<file path="src/rtl/multicycle_controller.sv">
// Multicycle instruction-sequencing controller: steps each instruction through
// FETCH/DECODE/EXEC/MEM/WB, drives datapath strobes and counts retirements.
module multicycle_controller #(
    parameter int CNT_W = 32
) (
    input  logic             clk,
    input  logic             rst,
    input  logic [31:0]      inst,
    input  logic             BrEq,
    input  logic             BrLt,
    input  logic             mem_ready,
    output logic             mem_req,
    output logic             addr_sel,
    output logic             MemRW,
    output logic             IRWrite,
    output logic             PCWrite,
    output logic             RegWEn,
    output logic             PCSel,
    output logic             BrUn,
    output logic [2:0]       state,
    output logic             illegal,
    output logic [CNT_W-1:0] instret
);

    // state  | meaning
    // FETCH  | read instruction at PC, wait for mem_ready, load IR
    // DECODE | classify opcode, trap on anything unsupported
    // EXEC   | ALU step; branches resolve and retire here
    // MEM    | data access at ALU address; stores retire here
    // WB     | register write-back and PC update, one cycle
    // TRAP   | illegal instruction seen, parked until reset
    typedef enum logic [2:0] {
        S_FETCH  = 3'd0,
        S_DECODE = 3'd1,
        S_EXEC   = 3'd2,
        S_MEM    = 3'd3,
        S_WB     = 3'd4,
        S_TRAP   = 3'd5
    } state_t;

    state_t           state_q, state_d;
    logic             illegal_q, illegal_d;
    logic [CNT_W-1:0] instret_q, instret_d;

    logic [4:0] opc;
    logic [2:0] funct3;
    logic       is_r, is_i, is_load, is_store, is_br, is_jal, is_jalr;
    logic       br_ok, legal, taken;
    logic       unused_inst;

    assign opc    = inst[6:2];
    assign funct3 = inst[14:12];

    assign is_r     = (opc == 5'b01100);
    assign is_i     = (opc == 5'b00100);
    assign is_load  = (opc == 5'b00000);
    assign is_store = (opc == 5'b01000);
    assign is_br    = (opc == 5'b11000);
    assign is_jal   = (opc == 5'b11011);
    assign is_jalr  = (opc == 5'b11001);

    // funct3 010/011 have no branch encoding
    assign br_ok = (funct3[2:1] != 2'b01);

    assign legal = (inst[1:0] == 2'b11) &&
                   (is_r || is_i || is_load || is_store || is_jal || is_jalr ||
                    (is_br && br_ok));

    assign unused_inst = ^{inst[31:15], inst[11:7]};

    always_comb begin
        taken = 1'b0;
        case (funct3)
            3'b000:         taken = BrEq;
            3'b001:         taken = ~BrEq;
            3'b100, 3'b110: taken = BrLt;
            3'b101, 3'b111: taken = ~BrLt;
            default:        taken = 1'b0;
        endcase
    end

    always_comb begin
        state_d  = state_q;
        mem_req  = 1'b0;
        addr_sel = 1'b0;
        MemRW    = 1'b0;
        IRWrite  = 1'b0;
        PCWrite  = 1'b0;
        RegWEn   = 1'b0;
        PCSel    = 1'b0;
        BrUn     = 1'b0;

        case (state_q)
            S_FETCH: begin
                mem_req = 1'b1;
                if (mem_ready) begin
                    IRWrite = 1'b1;
                    state_d = S_DECODE;
                end
            end
            S_DECODE: begin
                state_d = legal ? S_EXEC : S_TRAP;
            end
            S_EXEC: begin
                if (is_r || is_i || is_jal || is_jalr) begin
                    state_d = S_WB;
                end else if (is_load || is_store) begin
                    state_d = S_MEM;
                end else if (is_br) begin
                    BrUn    = inst[13];
                    PCWrite = 1'b1;
                    PCSel   = taken;
                    state_d = S_FETCH;
                end else begin
                    state_d = S_TRAP;
                end
            end
            S_MEM: begin
                mem_req  = 1'b1;
                addr_sel = 1'b1;
                MemRW    = is_store;
                if (mem_ready) begin
                    if (is_store) begin
                        PCWrite = 1'b1;
                        state_d = S_FETCH;
                    end else begin
                        state_d = S_WB;
                    end
                end
            end
            S_WB: begin
                RegWEn  = 1'b1;
                PCWrite = 1'b1;
                PCSel   = is_jal || is_jalr;
                state_d = S_FETCH;
            end
            S_TRAP: begin
                state_d = S_TRAP;
            end
            default: begin
                state_d = S_TRAP;
            end
        endcase

        // Reset cycles must not start accesses or commit anything
        if (rst) begin
            mem_req  = 1'b0;
            addr_sel = 1'b0;
            MemRW    = 1'b0;
            IRWrite  = 1'b0;
            PCWrite  = 1'b0;
            RegWEn   = 1'b0;
            PCSel    = 1'b0;
            BrUn     = 1'b0;
        end
    end

    assign illegal_d = illegal_q || (state_d == S_TRAP);
    assign instret_d = instret_q + CNT_W'(PCWrite);

    always_ff @(posedge clk) begin
        if (rst) begin
            state_q   <= S_FETCH;
            illegal_q <= 1'b0;
            instret_q <= '0;
        end else begin
            state_q   <= state_d;
            illegal_q <= illegal_d;
            instret_q <= instret_d;
        end
    end

    assign state   = state_q;
    assign illegal = illegal_q;
    assign instret = instret_q;

endmodule
</file>
<file path="config.mk">
export PLATFORM = sky130hd
export DESIGN_NAME = multicycle_controller
export DESIGN_NICKNAME = d
export VERILOG_FILES = /design/src/rtl/multicycle_controller.sv
export SDC_FILE = /design/constraint.sdc
export NUM_CORES = 1
export LEC_CHECK = 0
export CAP_MARGIN = 25
export CORE_ASPECT_RATIO = 1.75
export CORE_MARGIN = 3
export CORE_UTILIZATION = 46
export DETAILED_ROUTE_END_ITERATION = 8
export PLACE_DENSITY = 0.86
export SLEW_MARGIN = 40
export SYNTH_ARGS = -nofsm -noshare
export SYNTH_HDL_FRONTEND = slang
export SYNTH_SLANG_ARGS = --single-unit
</file>
<file path="constraint.sdc">
create_clock -name clk -period 8.8 [get_ports clk]
set_clock_uncertainty 0.05 [all_clocks]
set_input_delay 2.2 -clock clk [delete_from_list [all_inputs] [get_ports clk]]
set_output_delay 2.2 -clock clk [all_outputs]
set_load 0.05 [all_outputs]
</file>
== Yosys cells after proc, flatten, opt, wreduce, memory -nomap -nowiden ==
Index checks and enable logic that the tools add are counted.

* Bits in registers: 36
* Output and inout port bits: 44
* Input bits: 37
* Word-level logic and storage cells: 80

* Equal/unequal tests: 18
* Reductions and logical operators: 19
* Multiplexer cells: 37
* Bitwise logic cells: 2
* Add/sub/neg operators: 1

{| class="wikitable"
|+ Operators by type and width
! cell !! count
|-
| 32-bit by 1-bit adder with 32-bit output || 1
|-
| 1-bit two-way mux || 26
|-
| 3-bit two-way mux || 7
|-
| 3-bit equality test (second input constant) || 6
|-
| 5-bit equality test (second input constant) || 3
|-
| 3-bit one-hot mux with 5 select lines || 1
|-
| 1-bit logical OR || 11
|-
| 5-bit by 4-bit equality test with 1-bit output (second input constant) || 2
|-
| 3-bit by 1-bit equality test with 1-bit output (second input constant) || 2
|-
| 3-bit by 2-bit equality test with 1-bit output (second input constant) || 2
|-
| 3-bit logical NOT || 2
|-
| 2-bit OR reduction || 3
|-
| 5-bit by 3-bit equality test with 1-bit output (second input constant) || 1
|-
| 5-bit logical NOT || 1
|-
| 1-bit one-hot mux with 4 select lines || 1
|-
| 1-bit one-hot mux with 3 select lines || 1
|-
| 2-bit equality test (second input constant) || 1
|-
| 1-bit logical AND || 2
|-
| 2-bit by 1-bit inequality test with 1-bit output (second input constant) || 1
|-
| 1-bit inverter || 2
|-
| 1-bit one-hot mux with 2 select lines || 1
|}

== Longest topological paths before layout ==
Gate-level depths: netlist of run 1.

* Word-level depth: 12
* Gate-level depth with buffers: 12
* Mapped depth without buffers: 11

== Worst setup path after synthesis of run 1 ==
No wires, ideal clock.

* Kind: in2out
* From: in rst
* To: out MemRW
* Slack: 1.830 ns
* Buffers on the path: 1
* Arrival: 4.720 ns
* Stages on the path: 3
* Data required time: 6.550 ns
* Cell sequence: clkbuf_1 > nor3_1 > nor3b_1

* Word-level cells in the longest chain between the ends: 1

{| class="wikitable"
|+ Ends and longest elaborated chain
! element !! RTL line !! RTL
|-
| from (decl) || 7 || <nowiki>input logic rst,</nowiki>
|-
| 1-bit two-way mux || 146 || <nowiki>if (rst) begin</nowiki>
|-
| to (decl) || 14 || <nowiki>output logic MemRW,</nowiki>
|}

Every way passes these cells.

== Worst setup path in the final report of run 1 ==
* From: in inst[2]
* To: out PCWrite

* Word-level cells in the longest chain between the ends: 7
* Elaborated cells on any way between the ends: 18
* Those cells by class: eq/ne: 6; mux: 7; reduce/logical: 5

{| class="wikitable"
|+ Ends and longest elaborated chain
! element !! RTL line !! RTL
|-
| from (decl) || 8 || <nowiki>input logic [31:0] inst,</nowiki>
|-
| 5-bit by 4-bit equality test with 1-bit output or 5-bit by 3-bit equality test with 1-bit output (tied branches) || 54, 55 ||
|-
| 1-bit logical OR (3 in series) || 105 || <nowiki>if (is_r || is_i || is_jal || is_jalr) begin</nowiki>
|-
| 1-bit two-way mux || 105 ||
|-
| 1-bit one-hot mux with 3 select lines * || 93 || <nowiki>case (state_q)</nowiki>
|-
| 1-bit two-way mux * || 146 ||
|-
| to (decl) || 16 || <nowiki>output logic PCWrite,</nowiki>
|}

Every way passes the cells marked *; elsewhere a longest branch is shown, timed or not.

==> reports/metrics.cfg, run 1 <==
[status]
outcome=finished, final reports clean

[placed_design]
portBuffers=58
dp_hpwl_um=3240
globalplace.congestion=0.805
place_area_um2=2500

[floorplanning]
die-width_um=54.6
initial_utilization_pct=48.2
io_pins=81
die-area_um2=4960
dieHeight_um=91.0
core_um2=3940
rows=30

[clocking]
clk_path_buf_depth=2
ctsRootBufferMaster=clkbuf_8
cts_tree=yes
clk_pin_slew_ns=0.07
cts_setup_buffers=0
holdBufCountCts=0
cts-resized-gates=0
insertion_delay_ns=0.29
clock-sinks=36
h-tree-depth=2
cts_buffers=5

[global_routing]
grt_pass1_wl_um=7130
grt_pass1_vias=1712
antenna_found_initial=0
track_usage_pct=18.9
gr-total-overflow=0
grt_max_degree=23

[finish]
fin_nets=320
final.fill_count=336
layout-drive-gt1-share_pct=6.38
final_util_pct=66.2
area_growth_pct=37.5
num_antenna_cells=0
seq_area_um2=721
postLayoutCellArea_um2=2610
multi_input_area_um2=1120

[timing]
setup_viol=0
fmax_ghz=0.145
rsz0062_at_grt=false
slew_headroom_pct=46.3
worst_slew_pin_slew_ns=0.803
fin_crit_sh_pct=78.4
maxSlewViolCount=0
setup-tns-final_ns=0
final-hold-violation-count=0
final.min_clock_period_ns=6.90

[critical_path]
worstSetupPathType=input pin to output pin
r2r-end=instret[28]
critPathRequiredTime_ns=6.55
arrival_ns=4.65
critPathCaptureType=output pin
worstRegToRegCells=10
regToRegStartpoint=state[1]
endpoint=PCWrite
crit_fanout=7
setup.worst_path.start_class=input pin
r2r_setup_slack_ns=5.68
critPathLaunch=inst[2]

[power]
power_frac_clock_pct=40.4
leakagePower_nw=0.925
p_per_area_nw_per_um2=135
pwr-share-comb_pct=12.0
switching_share_pct=24.6
seqPwrFrac_pct=47.6
p_int_mw=0.266
p_sw_mw=0.0870
ir_drop_uv=96.3

[logic_synthesis]
synth_top_area_cell=dfxtp_1
avgSynthCellArea_um2=8.40
yosys-top-cells-area=dfxtp_1, xor2_1, nor2_1
synth-seq-cells=36
synth_edf_count=0
yosysTopAreaCellShare_pct=38.0
synth_adder_area_share_pct=1.85
synth_top_family_by_area=simple AND/OR/NAND/NOR gates
synth_compound_area_share_pct=6.33
ys_warn_count=0
synth_most_common_cell=nor2_1
syn-num-nets=265
synthMuxAreaShare_pct=0
async_reset_ff_share_pct=0
synth_cells=226
synthTopCellsByCount=nor2_1, dfxtp_1, xor2_1
ys_seq_area_share_pct=38.0
synthXorXnorAreaFrac_pct=14.8
yosys.area_share.simple_pct=36.0
synthFlopType=dfxtp_1
ys_types=40
synth_area_um2=1900

[route]
routed_wl_um=4320
ant_nets=0
post_drt_wl_per_cell_um=13.1
num_vias=1787
firstDrtPassIters=6
post-route-drc-count=0
vias_per_cell=5.42
drt_first_iter_violations=41

[min_path]
worstHoldPathType=flip-flop to flip-flop

[run]
cap_violations=0

## placed cells by master (no fill, tap or decap), types with 4 or more instances in the layout
master / synthesis / layout
a21oi_1: 7 / 7
and4_1: 4 / 4
clkbuf_8: 0 / 5
clkdlybuf4s50_1: 0 / 58
dfxtp_1: 36 / 36
nand2_1: 16 / 16
nand3_1: 11 / 11
nand4_1: 14 / 14
nor2_1: 41 / 41
nor2b_1: 9 / 9
nor3_1: 6 / 6
xnor2_1: 5 / 5
xor2_1: 27 / 27
## critical path, stage by stage
cell and delay [ns]:
clkdlybuf4s50_1 0.51, or4b_4 0.60, a21oi_1 0.14, nand2_1 0.07, a21oi_1 0.26, clkdlybuf4s50_1 0.87
## power groups by stage
stage          Combinational [mW]  Sequential, mW  Clock [mW]
2_1_floorplan              0.0217           0.176           0
3_3_place_gp               0.0422           0.172           0
3_5_place_dp               0.0426           0.172           0
4_1_cts                    0.0428           0.168       0.146
5_1_grt                    0.0458           0.169       0.153
6_report                   0.0425           0.168       0.143
## kinds of logic after synthesis
logic type,count (synthesis)
fa+ha+maj,3
compound gates,17
buf+inv,14
flops,36
simple gates,124
xor+xnor,32
## state kept, by name, summed over array words and instances (netlist names)
name / count
illegal: 1
state: 3
instret: 32
## layout make-up
| type | instances | area share (%) |
|---|---|---|
| inverters | 3 | 0.431 |
| repair buffers | 59 | 22.5 |
| well taps | 48 | 2.30 |
| clock buffers | 5 | 2.64 |
| clock inverters | 3 | 1.63 |
| multi-input cells | 176 | 42.9 |
| flip-flops and latches | 36 | 27.6 |
## routing by layer
metal,track usage [%],routed length (um),up-vias
li1,-,-,891
met1,18.7,1680,832
met2,34.5,2350,58
met3,3.12,201,6
met4,9.77,92,0
met5,0,0,-
## through the flow
step | hold WS [ns] | total power [mW] | instances | worst slack, ns
finish | 0.415 | 0.353 | 330 | 1.90
global route | 0.437 | 0.367 | 330 | 1.82
CTS | 0.418 | 0.357 | 330 | 1.91
detailed placement | 0.407 | 0.215 | 322 | 1.92
global placement | 0.402 | 0.214 | 322 | 1.91
floorplan | 0.627 | 0.197 | 226 | 1.83
## how the worst min path moves through the flow
stage | start | to | depth (start not counted)
4_1_cts | illegal | illegal | 2
6_report | illegal | illegal | 2
3_3_place_gp | illegal | illegal | 2
3_5_place_dp | illegal | illegal | 2
2_1_floorplan | illegal | illegal | 2
5_1_grt | illegal | illegal | 2
No activity file was read; power rests on OpenSTA's default activity.
==> inputs of run 2 (changes only) <==
Settings changed: CORE_UTILIZATION 46 to 42, PLACE_DENSITY 0.86 to 0.79.
Clock period 8.8 ns to 6.5 ns, I/O delays scaled along.
==> reports/metrics.cfg, run 2 (same netlist as run 1, synthesis figures left out) <==
[status]
outcome=finished, final reports clean  ; unchanged

[placed_design]
globalplace.congestion=0.780  ; was 0.805
portBuffers=58  ; unchanged
pre_cts_slack_ns=0.844  ; was 1.92 ns
dp_hpwl_um=3120  ; was 3240 um
dp.cells=323  ; was 322

[route]
vias_per_cell=5.27  ; was 5.42
post_drt_wl_per_cell_um=12.7  ; was 13.1 um
drt_first_iter_violations=40  ; was 41
firstDrtPassIters=4  ; was 6
routed_wl_um=4190  ; was 4320 um
ant_nets=0  ; unchanged
post-route-drc-count=0  ; unchanged
num_vias=1743  ; was 1787

[timing]
hold_ws_ns=0.418  ; was 0.415 ns
final-hold-violation-count=0  ; unchanged
slew_headroom_pct=56.9  ; was 46.3%
fin_crit_sh_pct=86.9
setup-tns-final_ns=0  ; unchanged
setup_slack_ns=0.851  ; was 1.90 ns
maxSlewViolCount=0  ; unchanged
final.min_clock_period_ns=5.65
setup_viol=0  ; unchanged
rsz0062_at_grt=false  ; unchanged
worst_slew_pin_slew_ns=0.641  ; was 0.803 ns
fmax_ghz=0.177

[clocking]
ctsRootBufferMaster=clkbuf_8  ; unchanged
cts_buffers=5  ; unchanged
clk_path_buf_depth=2  ; unchanged
cts_tree=yes  ; unchanged
clock-sinks=36  ; unchanged
insertion_delay_ns=0.28  ; was 0.29 ns
h-tree-depth=2  ; unchanged
cts-resized-gates=0  ; unchanged
cts_setup_buffers=0  ; unchanged
clk_pin_slew_ns=0.07  ; about the same
holdBufCountCts=0  ; unchanged

[min_path]
holdPathEnd=illegal  ; unchanged
holdCritStartpoint=illegal  ; unchanged
whs_path_depth=2  ; unchanged
worstHoldPathType=flip-flop to flip-flop  ; unchanged

[global_routing]
grt_pass1_vias=1697  ; was 1712
track_usage_pct=16.4  ; was 18.9%
gr-total-overflow=0  ; unchanged
grt_pass1_wl_um=7180  ; was 7130 um
antenna_found_initial=0  ; unchanged
use_met2_pct=31.5  ; was 34.5%
met3_usage_pct=3.15  ; was 3.12%
grt_max_degree=33  ; was 23
met1_usage_pct=16.7  ; was 18.7%
grt.busiest_layer=met2  ; unchanged

[power]
leakagePower_nw=0.922  ; was 0.925 nW
ir_drop_uv=142  ; was 96.3 uV
p_per_area_nw_per_um2=172  ; was 135 nW/um^2

[critical_path]
critPathRequiredTime_ns=4.83  ; was 6.55 ns
setup.worst_path.start_class=input pin  ; unchanged
worstRegToRegCells=10  ; unchanged
regToRegStartpoint=state[1]  ; unchanged
crit_fanout=7  ; unchanged
r2r-end=instret[28]  ; unchanged
worstSetupPathType=input pin to output pin  ; unchanged
r2r_setup_slack_ns=3.47  ; was 5.68 ns
critPathCaptureType=output pin  ; unchanged
arrival_ns=3.97  ; was 4.65 ns

[floorplanning]
die-width_um=56.8  ; was 54.6 um
dieHeight_um=94.9  ; was 91.0 um
core_um2=4230  ; was 3940 um^2
io_pins=81  ; unchanged
die-area_um2=5390  ; was 4960 um^2
rows=31  ; was 30
initial_utilization_pct=44.9  ; was 48.2%

[finish]
largest_register_ffs=32  ; unchanged
mostFrequentLayoutCell=clkdlybuf4s50_1  ; unchanged
area_growth_pct=36.6  ; was 37.5%
layout-drive-gt1-share_pct=6.38  ; unchanged
fin_nets=320  ; unchanged
num_antenna_cells=0  ; unchanged
stdcell_count=331  ; was 330
most-common-layout-cells=clkdlybuf4s50_1, nor2_1, dfxtp_1  ; unchanged

[run]
cap_violations=0  ; unchanged

## run 2: per-layer routing
layer | vias up | wire [um]
met5 | - | 0
met4 | 0 | 44
met3 | 6 | 207
met2 | 46 | 2260
met1 | 800 | 1680
li1 | 891 | -
## run 2: cell type report
type	instances	area [um^2]
timing repair buffer	59	588
clock buffer	6	82.6
sequential	36	721
tap	49	61.3
inverter	3	11.3
multi-input combinational	176	1120
fill	380	1640
clock inverter	2	10.0
## run 2: power by group
| group | leakage, nW | total (mW) | switching, mW | internal [mW] |
|---|---|---|---|---|
| combinational | 0.580 | 0.0572 | 0.0329 | 0.0243 |
| clock | 0.0510 | 0.161 | 0.0766 | 0.0845 |
| sequential | 0.290 | 0.228 | 0.00484 | 0.223 |
| total | 0.922 | 0.446 | 0.114 | 0.332 |
## run 2: worst max path at each step
| stage | start | endpoint | slack, ns | cells after the start |
|---|---|---|---|---|
| 3_5_place_dp | inst[2] | PCWrite | 0.84 | 6 |
| 6_report | inst[2] | PCWrite | 0.85 | 6 |
| 5_1_grt | inst[2] | PCWrite | 0.68 | 6 |
| 3_3_place_gp | inst[2] | PCWrite | 0.84 | 6 |
| 2_1_floorplan | rst | MemRW | 0.68 | 3 |
| 4_1_cts | inst[2] | PCWrite | 0.84 | 6 |
## run 2: metrics by stage
step	utilization, %	cell area (um^2)	power [mW]
2_1_floorplan	-	1900	0.267
3_3_place_gp	59.1	2500	0.290
3_5_place_dp	59.1	2500	0.290
4_1_cts	61.3	2590	0.452
5_1_grt	61.3	2590	0.464
6_report	61.3	2590	0.446
## run 2: critical path: stages
cell	delay [ns]
clkdlybuf4s50_1	0.50
or4b_4	0.60
a21oi_1	0.14
nand2_1	0.07
a21oi_1	0.21
clkdlybuf4s50_1	0.83
==> inputs of run 3 (changes only) <==
Settings changed: CAP_MARGIN 25 to default.
==> results of run 3 <==
The final DEF is identical to that of run 2; final timing and power are the same.
